$ cat config.mk
export PLATFORM = sky130hd
export DESIGN_NAME = dmem_ctrl_flat
export DESIGN_NICKNAME = d
export VERILOG_FILES = /design/src/rtl/dmem_pkg.sv /design/src/rtl/dmem_if.sv /design/src/rtl/dmem_timeout_cnt.sv /design/src/rtl/dmem_ctrl.sv /design/src/flat_wrapper.sv
export SDC_FILE = /design/constraint.sdc
export NUM_CORES = 1
export LEC_CHECK = 0
export CORE_UTILIZATION = 39
export CTS_BUF_LIST = sky130_fd_sc_hd__clkbuf_2 sky130_fd_sc_hd__clkbuf_4 sky130_fd_sc_hd__clkbuf_8
export CTS_CLUSTER_DIAMETER = 30
export CTS_CLUSTER_SIZE = 10
export DETAILED_ROUTE_END_ITERATION = 12
export PLACE_DENSITY = 0.86
export SLEW_MARGIN = 10
export SYNTH_ARGS = -nofsm -noshare
export SYNTH_HDL_FRONTEND = slang
export SYNTH_HIERARCHICAL = 1
export SYNTH_SLANG_ARGS = --single-unit
$ cat constraint.sdc
create_clock -name clk -period 1.9 [get_ports clk]
set_input_delay 0.475 -clock clk [delete_from_list [all_inputs] [get_ports clk]]
set_output_delay 0.475 -clock clk [all_outputs]
set_load 0.01 [all_outputs]
$ cat src/rtl/dmem_pkg.sv
// dmem_pkg: shared types and widths for the data-memory controller.
//   ADDR_W / DATA_W  - core-side byte address and data widths
//   WORD_ADDR_W      - bus-side word address width (addr[31:2])
//   CNT_W            - timeout counter width, covers TIMEOUT_CYCLES up to 255
//   dmem_state_e     - controller FSM encoding
package dmem_pkg;

  localparam int unsigned ADDR_W      = 32;
  localparam int unsigned DATA_W      = 32;
  localparam int unsigned WORD_ADDR_W = 30;
  localparam int unsigned CNT_W       = 8;

  typedef enum logic [1:0] {
    StIdle   = 2'd0,
    StAccess = 2'd1,
    StDone   = 2'd2
  } dmem_state_e;

  // Word alignment test on a byte address.
  function automatic logic is_aligned(input logic [ADDR_W-1:0] a);
    return (a[1:0] == 2'b00);
  endfunction

endpackage

$ cat src/rtl/dmem_if.sv
// dmem_if: single-outstanding memory bus between the controller and data memory.
//   bus_req   - request, held for the whole transaction
//   bus_we    - 1 = write, 0 = read
//   bus_addr  - word address
//   bus_wdata - write data
//   bus_ack   - one-cycle completion strobe from memory
//   bus_rdata - read data, valid with bus_ack
// master: the controller side; slave: the memory side.
interface dmem_if;
  import dmem_pkg::*;

  logic                   bus_req;
  logic                   bus_we;
  logic [WORD_ADDR_W-1:0] bus_addr;
  logic [DATA_W-1:0]      bus_wdata;
  logic                   bus_ack;
  logic [DATA_W-1:0]      bus_rdata;

  modport master (
    output bus_req,
    output bus_we,
    output bus_addr,
    output bus_wdata,
    input  bus_ack,
    input  bus_rdata
  );

  modport slave (
    input  bus_req,
    input  bus_we,
    input  bus_addr,
    input  bus_wdata,
    output bus_ack,
    output bus_rdata
  );

endinterface

$ cat src/rtl/dmem_timeout_cnt.sv
// dmem_timeout_cnt: counts bus cycles spent waiting for an acknowledge.
//   clk_i     - clock
//   rst_ni    - asynchronous active-low reset
//   clear_i   - force the count to zero (held while no transaction is pending)
//   enable_i  - advance the count by one this cycle
//   expired_o - high during the TIMEOUT_CYCLES-th waiting cycle
module dmem_timeout_cnt
  import dmem_pkg::*;
#(
  parameter int unsigned TIMEOUT_CYCLES = 255
) (
  input  logic clk_i,
  input  logic rst_ni,
  input  logic clear_i,
  input  logic enable_i,
  output logic expired_o
);

  // The count holds the number of already-elapsed waiting cycles, so the
  // current cycle is the last allowed one when the count reaches N-1.
  localparam logic [CNT_W-1:0] LastCnt = CNT_W'(TIMEOUT_CYCLES - 1);

  logic [CNT_W-1:0] cnt_q, cnt_d;

  always_comb begin
    cnt_d = cnt_q;
    if (clear_i) begin
      cnt_d = '0;
    end else if (enable_i && (cnt_q != LastCnt)) begin
      cnt_d = cnt_q + 1'b1;
    end
  end

  always_ff @(posedge clk_i or negedge rst_ni) begin
    if (!rst_ni) begin
      cnt_q <= '0;
    end else begin
      cnt_q <= cnt_d;
    end
  end

  assign expired_o = (cnt_q == LastCnt);

endmodule

$ cat src/rtl/dmem_ctrl.sv
// dmem_ctrl: stalls the core while a single load/store runs on the memory bus.
//   clk, rst_n     - clock, asynchronous active-low reset
//   mem_enable_n   - active-low access request from decode
//   mem_read_n     - active-low load qualifier
//   mem_write_n    - active-low store qualifier (wins over load)
//   addr, wdata    - byte address and store data
//   stall          - core holds PC/instruction while high
//   rdata          - load result, held until the next load/timeout/misalign
//   err            - one-cycle pulse on misaligned access or bus timeout
//   bus            - memory bus, master side
module dmem_ctrl
  import dmem_pkg::*;
#(
  parameter int unsigned TIMEOUT_CYCLES = 255
) (
  input  logic              clk,
  input  logic              rst_n,
  input  logic              mem_enable_n,
  input  logic              mem_read_n,
  input  logic              mem_write_n,
  input  logic [ADDR_W-1:0] addr,
  input  logic [DATA_W-1:0] wdata,
  output logic              stall,
  output logic [DATA_W-1:0] rdata,
  output logic              err,
  dmem_if.master            bus
);

  dmem_state_e            state_q;
  logic [WORD_ADDR_W-1:0] addr_q;
  logic [DATA_W-1:0]      wdata_q;
  logic                   we_q;
  logic [DATA_W-1:0]      rdata_q;

  logic req_valid, aligned, start, misalign, in_access, expired, timeout;

  assign req_valid = !mem_enable_n && (!mem_read_n || !mem_write_n);
  assign aligned   = is_aligned(addr);
  assign start     = (state_q == StIdle) && req_valid && aligned;
  assign misalign  = (state_q == StIdle) && req_valid && !aligned;
  assign in_access = (state_q == StAccess);
  // An ack arriving in the last allowed cycle still completes normally.
  assign timeout   = in_access && !bus.bus_ack && expired;

  dmem_timeout_cnt #(
    .TIMEOUT_CYCLES(TIMEOUT_CYCLES)
  ) u_timeout_cnt (
    .clk_i    (clk),
    .rst_ni   (rst_n),
    .clear_i  (!in_access),
    .enable_i (in_access && !bus.bus_ack),
    .expired_o(expired)
  );

  always_ff @(posedge clk or negedge rst_n) begin
    if (!rst_n) begin
      state_q <= StIdle;
      addr_q  <= '0;
      wdata_q <= '0;
      we_q    <= 1'b0;
      rdata_q <= '0;
    end else begin
      unique case (state_q)
        StIdle: begin
          if (start) begin
            addr_q  <= addr[ADDR_W-1:2];
            wdata_q <= wdata;
            we_q    <= !mem_write_n;
            state_q <= StAccess;
          end else if (misalign) begin
            rdata_q <= '0;
          end
        end
        StAccess: begin
          if (bus.bus_ack) begin
            if (!we_q) begin
              rdata_q <= bus.bus_rdata;
            end
            state_q <= StDone;
          end else if (expired) begin
            rdata_q <= '0;
            state_q <= StDone;
          end
        end
        StDone: begin
          // Result-visible cycle; a request seen here is not accepted.
          state_q <= StIdle;
        end
        default: begin
          state_q <= StIdle;
        end
      endcase
    end
  end

  // stall/err look at live request inputs, so keep them quiet while in reset.
  assign stall         = rst_n && (start || in_access);
  assign err           = rst_n && (misalign || timeout);
  assign rdata         = rdata_q;
  assign bus.bus_req   = in_access;
  assign bus.bus_we    = we_q;
  assign bus.bus_addr  = addr_q;
  assign bus.bus_wdata = wdata_q;

endmodule
$ cat src/flat_wrapper.sv
// flat-port wrapper written by rule: the top's interface ports become plain ports
module dmem_ctrl_flat import dmem_pkg::*;
#(
  parameter int unsigned TIMEOUT_CYCLES = 255
)
  (clk, rst_n, mem_enable_n, mem_read_n, mem_write_n, addr, wdata, stall, rdata, err, bus_bus_req, bus_bus_we, bus_bus_addr, bus_bus_wdata, bus_bus_ack, bus_bus_rdata);
  dmem_if bus_i ();
  input  logic clk;
  input  logic rst_n;
  input  logic mem_enable_n;
  input  logic mem_read_n;
  input  logic mem_write_n;
  input  logic [ADDR_W-1:0] addr;
  input  logic [DATA_W-1:0] wdata;
  output logic stall;
  output logic [DATA_W-1:0] rdata;
  output logic err;
  output wire logic [$bits(bus_i.bus_req)-1:0] bus_bus_req;
  output wire logic [$bits(bus_i.bus_we)-1:0] bus_bus_we;
  output wire logic [$bits(bus_i.bus_addr)-1:0] bus_bus_addr;
  output wire logic [$bits(bus_i.bus_wdata)-1:0] bus_bus_wdata;
  input wire logic [$bits(bus_i.bus_ack)-1:0] bus_bus_ack;
  input wire logic [$bits(bus_i.bus_rdata)-1:0] bus_bus_rdata;
  assign bus_bus_req = bus_i.bus_req;
  assign bus_bus_we = bus_i.bus_we;
  assign bus_bus_addr = bus_i.bus_addr;
  assign bus_bus_wdata = bus_i.bus_wdata;
  assign bus_i.bus_ack = bus_bus_ack;
  assign bus_i.bus_rdata = bus_bus_rdata;
  dmem_ctrl #(.TIMEOUT_CYCLES(TIMEOUT_CYCLES)) u_core (.clk(clk), .rst_n(rst_n), .mem_enable_n(mem_enable_n), .mem_read_n(mem_read_n), .mem_write_n(mem_write_n), .addr(addr), .wdata(wdata), .stall(stall), .rdata(rdata), .err(err), .bus(bus_i));
endmodule
==> metrics <==
initial cell density of the core 0.406; Slew Limit Fails 0; final setup violation count 8; Worst EP arrival 1530 ps; Async SR Flop Fraction 1.00; CTS tree built; routed length per instance 16.4 µm; outcome finished, violations left; combinational fraction of design power 0.317; cell taking the most area after synthesis dfrtp_1; share of post-route cells with drive strength above 1 0.224; hold_buf cts 0; placed cells 692; initial antenna violation count 0; Clock transition at path regs 90 ps; post-route minimum period 2010 ps; Clock power frac 0.229; Top FF cell, synth dfrtp_1; share of Yosys cell area claimed by the top area cell type 0.587; Hold Worst Slack 98.4 ps; GRT overflow 0; area share of fa/ha/maj cells after synthesis 0.00559; via count 3419; P_leak 3.08 nW; core area about 11000 µm²; die width 109 µm; FP Rows 38; largest net degree at the start of global routing 95; Final Util 0.649; crit share post-route 1.06; Root Buffer clkbuf_8; global-route wire length before repair 18100 µm; critical path launch point type flop; Least-Margin Pin Slew 498 ps; setup ws final -107 ps; post-route ant nets 0; Non-Filler Instances 721; post-synthesis compound-gate area fraction 0.0302; First-pass DRT Iterations 4; vias in the first global route 3660; Mapped Cells 344; Final HPWL DP approximately 8400 µm; Area contributors post-synth dfrtp_1 (59%), mux2_2 (13%), mux2i_1 (7.2%); Req. time, crit path 1420 ps; max-cap violations 0; switching part of the total 0.267; VDD IR max between 0.6 and 0.7 mV; post-synthesis mux area share 0.239; worst slack at placement -636 ps; Worst Clk Skew 11.0 ps; RePlAce Congestion 0.865; area growth from synthesis to layout 60.0%; family with the most delay on the worst path flip-flops; Seq pwr share 0.454; net load switching power between 1.5 and 2 mW; H-tree lvl count 3; worst-path maximum fanout 2; die height 109 µm; simple-gate area share of the yosys netlist 0.0738; total track usage 0.204; CP cell instances inv_2 -> ha_4 -> nand3_4 -> nor2_4 -> a2bb2oi_2 -> nor2b_1 -> buf_2; final wirelength 11800 µm; CTS Sinks 105; violated checks negative setup slack; residual DRC count 0; die area 11900 µm²; Synth cell types 36; Avg Inst Size Synth 13.0 µm²; PD cells 876 nW/µm²; critical path type flop to output port; max incr delay on CP 410 ps; Synthesis Warnings 6; Ant. Diodes 0; Longest Clk Path Bufs 2; cell area after synthesis 4470 µm²; slew margin rel. 0.668; XOR/XNOR Fraction of Synth Area 0; Crit-path slowest cell dfrtp_1; I/O pin count 200; port buffer count between 150 and 200; vias per cell between 4 and 5; Post-synth EDFFs 0; maximum clock rate 498 MHz; fin nets 680; sequential-to-total area share from yosys stat 0.587; cts bufs inserted 9; main combinational cell family by area after synthesis multiplexers; Buf+Inv Stages, Crit Path 2; type of the tightest min-delay check input pin to asynchronous set/reset pin; Clk Latency, worst-skew pair between 300 and 400 ps; Critical Path End Type output port; Hold Vio Cnt, Final 0; Synth Register Bits 105; internal power approximately 4.6 mW; 1st-iter DRT viols just under 200; Synth Net Count 448; RSZ-0062 raised after global routing yes
[power groups by stage]
stage / Clock [mW] / Sequential [mW] / Combinational (mW)
5_1_grt: 1.58 / 2.90 / 2.11
2_1_floorplan: 0 / 3.06 / 0.531
3_5_place_dp: 0 / 2.89 / 1.93
6_report: 1.44 / 2.85 / 1.99
3_3_place_gp: 0 / 2.86 / 1.88
4_1_cts: 1.48 / 2.85 / 2.00
[cell usage after synthesis, types with 2 or more instances]
cell	count
a211oi_1	2
a21boi_0	2
a21oi_1	4
a31oi_1	3
and3_1	2
buf_12	3
buf_2	6
buf_6	5
dfrtp_1	105
ha_1	2
inv_1	34
mux2_1	13
mux2_2	52
mux2i_1	32
nand2_1	36
nand3_1	4
nor2_1	13
nor2b_1	5
o21ai_0	3
o31ai_1	2
[what timing repair did]
action,4_1_cts,5_1_grt
setup endpoints to repair,35,35
resized for setup,27,14
pin swaps,6,3
cloned,2,1
buffers inserted,7,4
[final timing paths]
| path | from | endpoint | slack (ps) | depth (start not counted) |
|---|---|---|---|---|
| setup / recovery | u_core/u_timeout_cnt/cnt_q[0] | err | -110 | 7 |
| hold / removal | rst_n | u_core/bus.bus_addr[7] | 100 | 2 |
| setup reg to reg | u_core/u_timeout_cnt/cnt_q[0] | u_core/rdata[5] | -30 | 10 |
| hold reg to reg | u_core/bus.bus_addr[14] | u_core/bus.bus_addr[14] | 500 | 1 |
| max in group asynchronous | rst_n | u_core/rdata[21] | 1300 | 2 |
| min in group clk | mem_write_n | u_core/bus.bus_we | 480 | 2 |
[metal layers]
layer	GRT usage	routed length, µm	share of wire	up-vias
li1	-	-	-	1610
met5	0	0	0	-
met2	0.370	6470	0.55	114
met1	0.233	4480	0.38	1688
met3	0.0574	793	0.067	7
met4	0.0531	74	0.0063	0
[layout by cell type (no fill, tap or decap), types with 9 or more instances in the layout]
master,n
dfrtp_1,103
nand2_1,36
buf_4,30
inv_1,33
mux2_2,52
clkdlybuf4s50_1,190
clkbuf_8,10
mux2i_1,30
nor2_1,9
mux2_1,13
[metrics by stage]
step	power (mW)	TNS [ps]	area (µm²)
4_1_cts	6.33	-604	7070
3_5_place_dp	4.82	-36380	6730
3_3_place_gp	4.73	-32570	6730
2_1_floorplan	3.59	0	4470
6_report	6.27	-176	7160
5_1_grt	6.59	-2540	7160
[cells by family after synthesis]
logic type                 Yosys count
AOI/OAI and AO/OA                   20
DFF                                105
buffers and inverters               51
and+or+nand+nor                     68
muxes                               98
adders and majority gates            2
[area by class of cell]
type,instances,area [µm²]
Fill cell,864,3870
Timing Repair Buffer,237,2370
Multi-Input combinational cell,188,1640
Clock buffer,14,168
Clock inverter,2,37.5
Tap cell,140,175
Inverter,35,131
Sequential cell,105,2630
[state kept, by name, indices dropped and copies added, names as in the netlist]
| signal | count |
|---|---|
| u_core/bus.bus_wdata | 32 |
| u_core/rdata | 32 |
| u_core/bus.bus_addr | 30 |
| u_core/u_timeout_cnt/cnt_q | 8 |
| u_core/state_q | 2 |
| u_core/bus.bus_we | 1 |
Power figures use the tool's default switching activity.
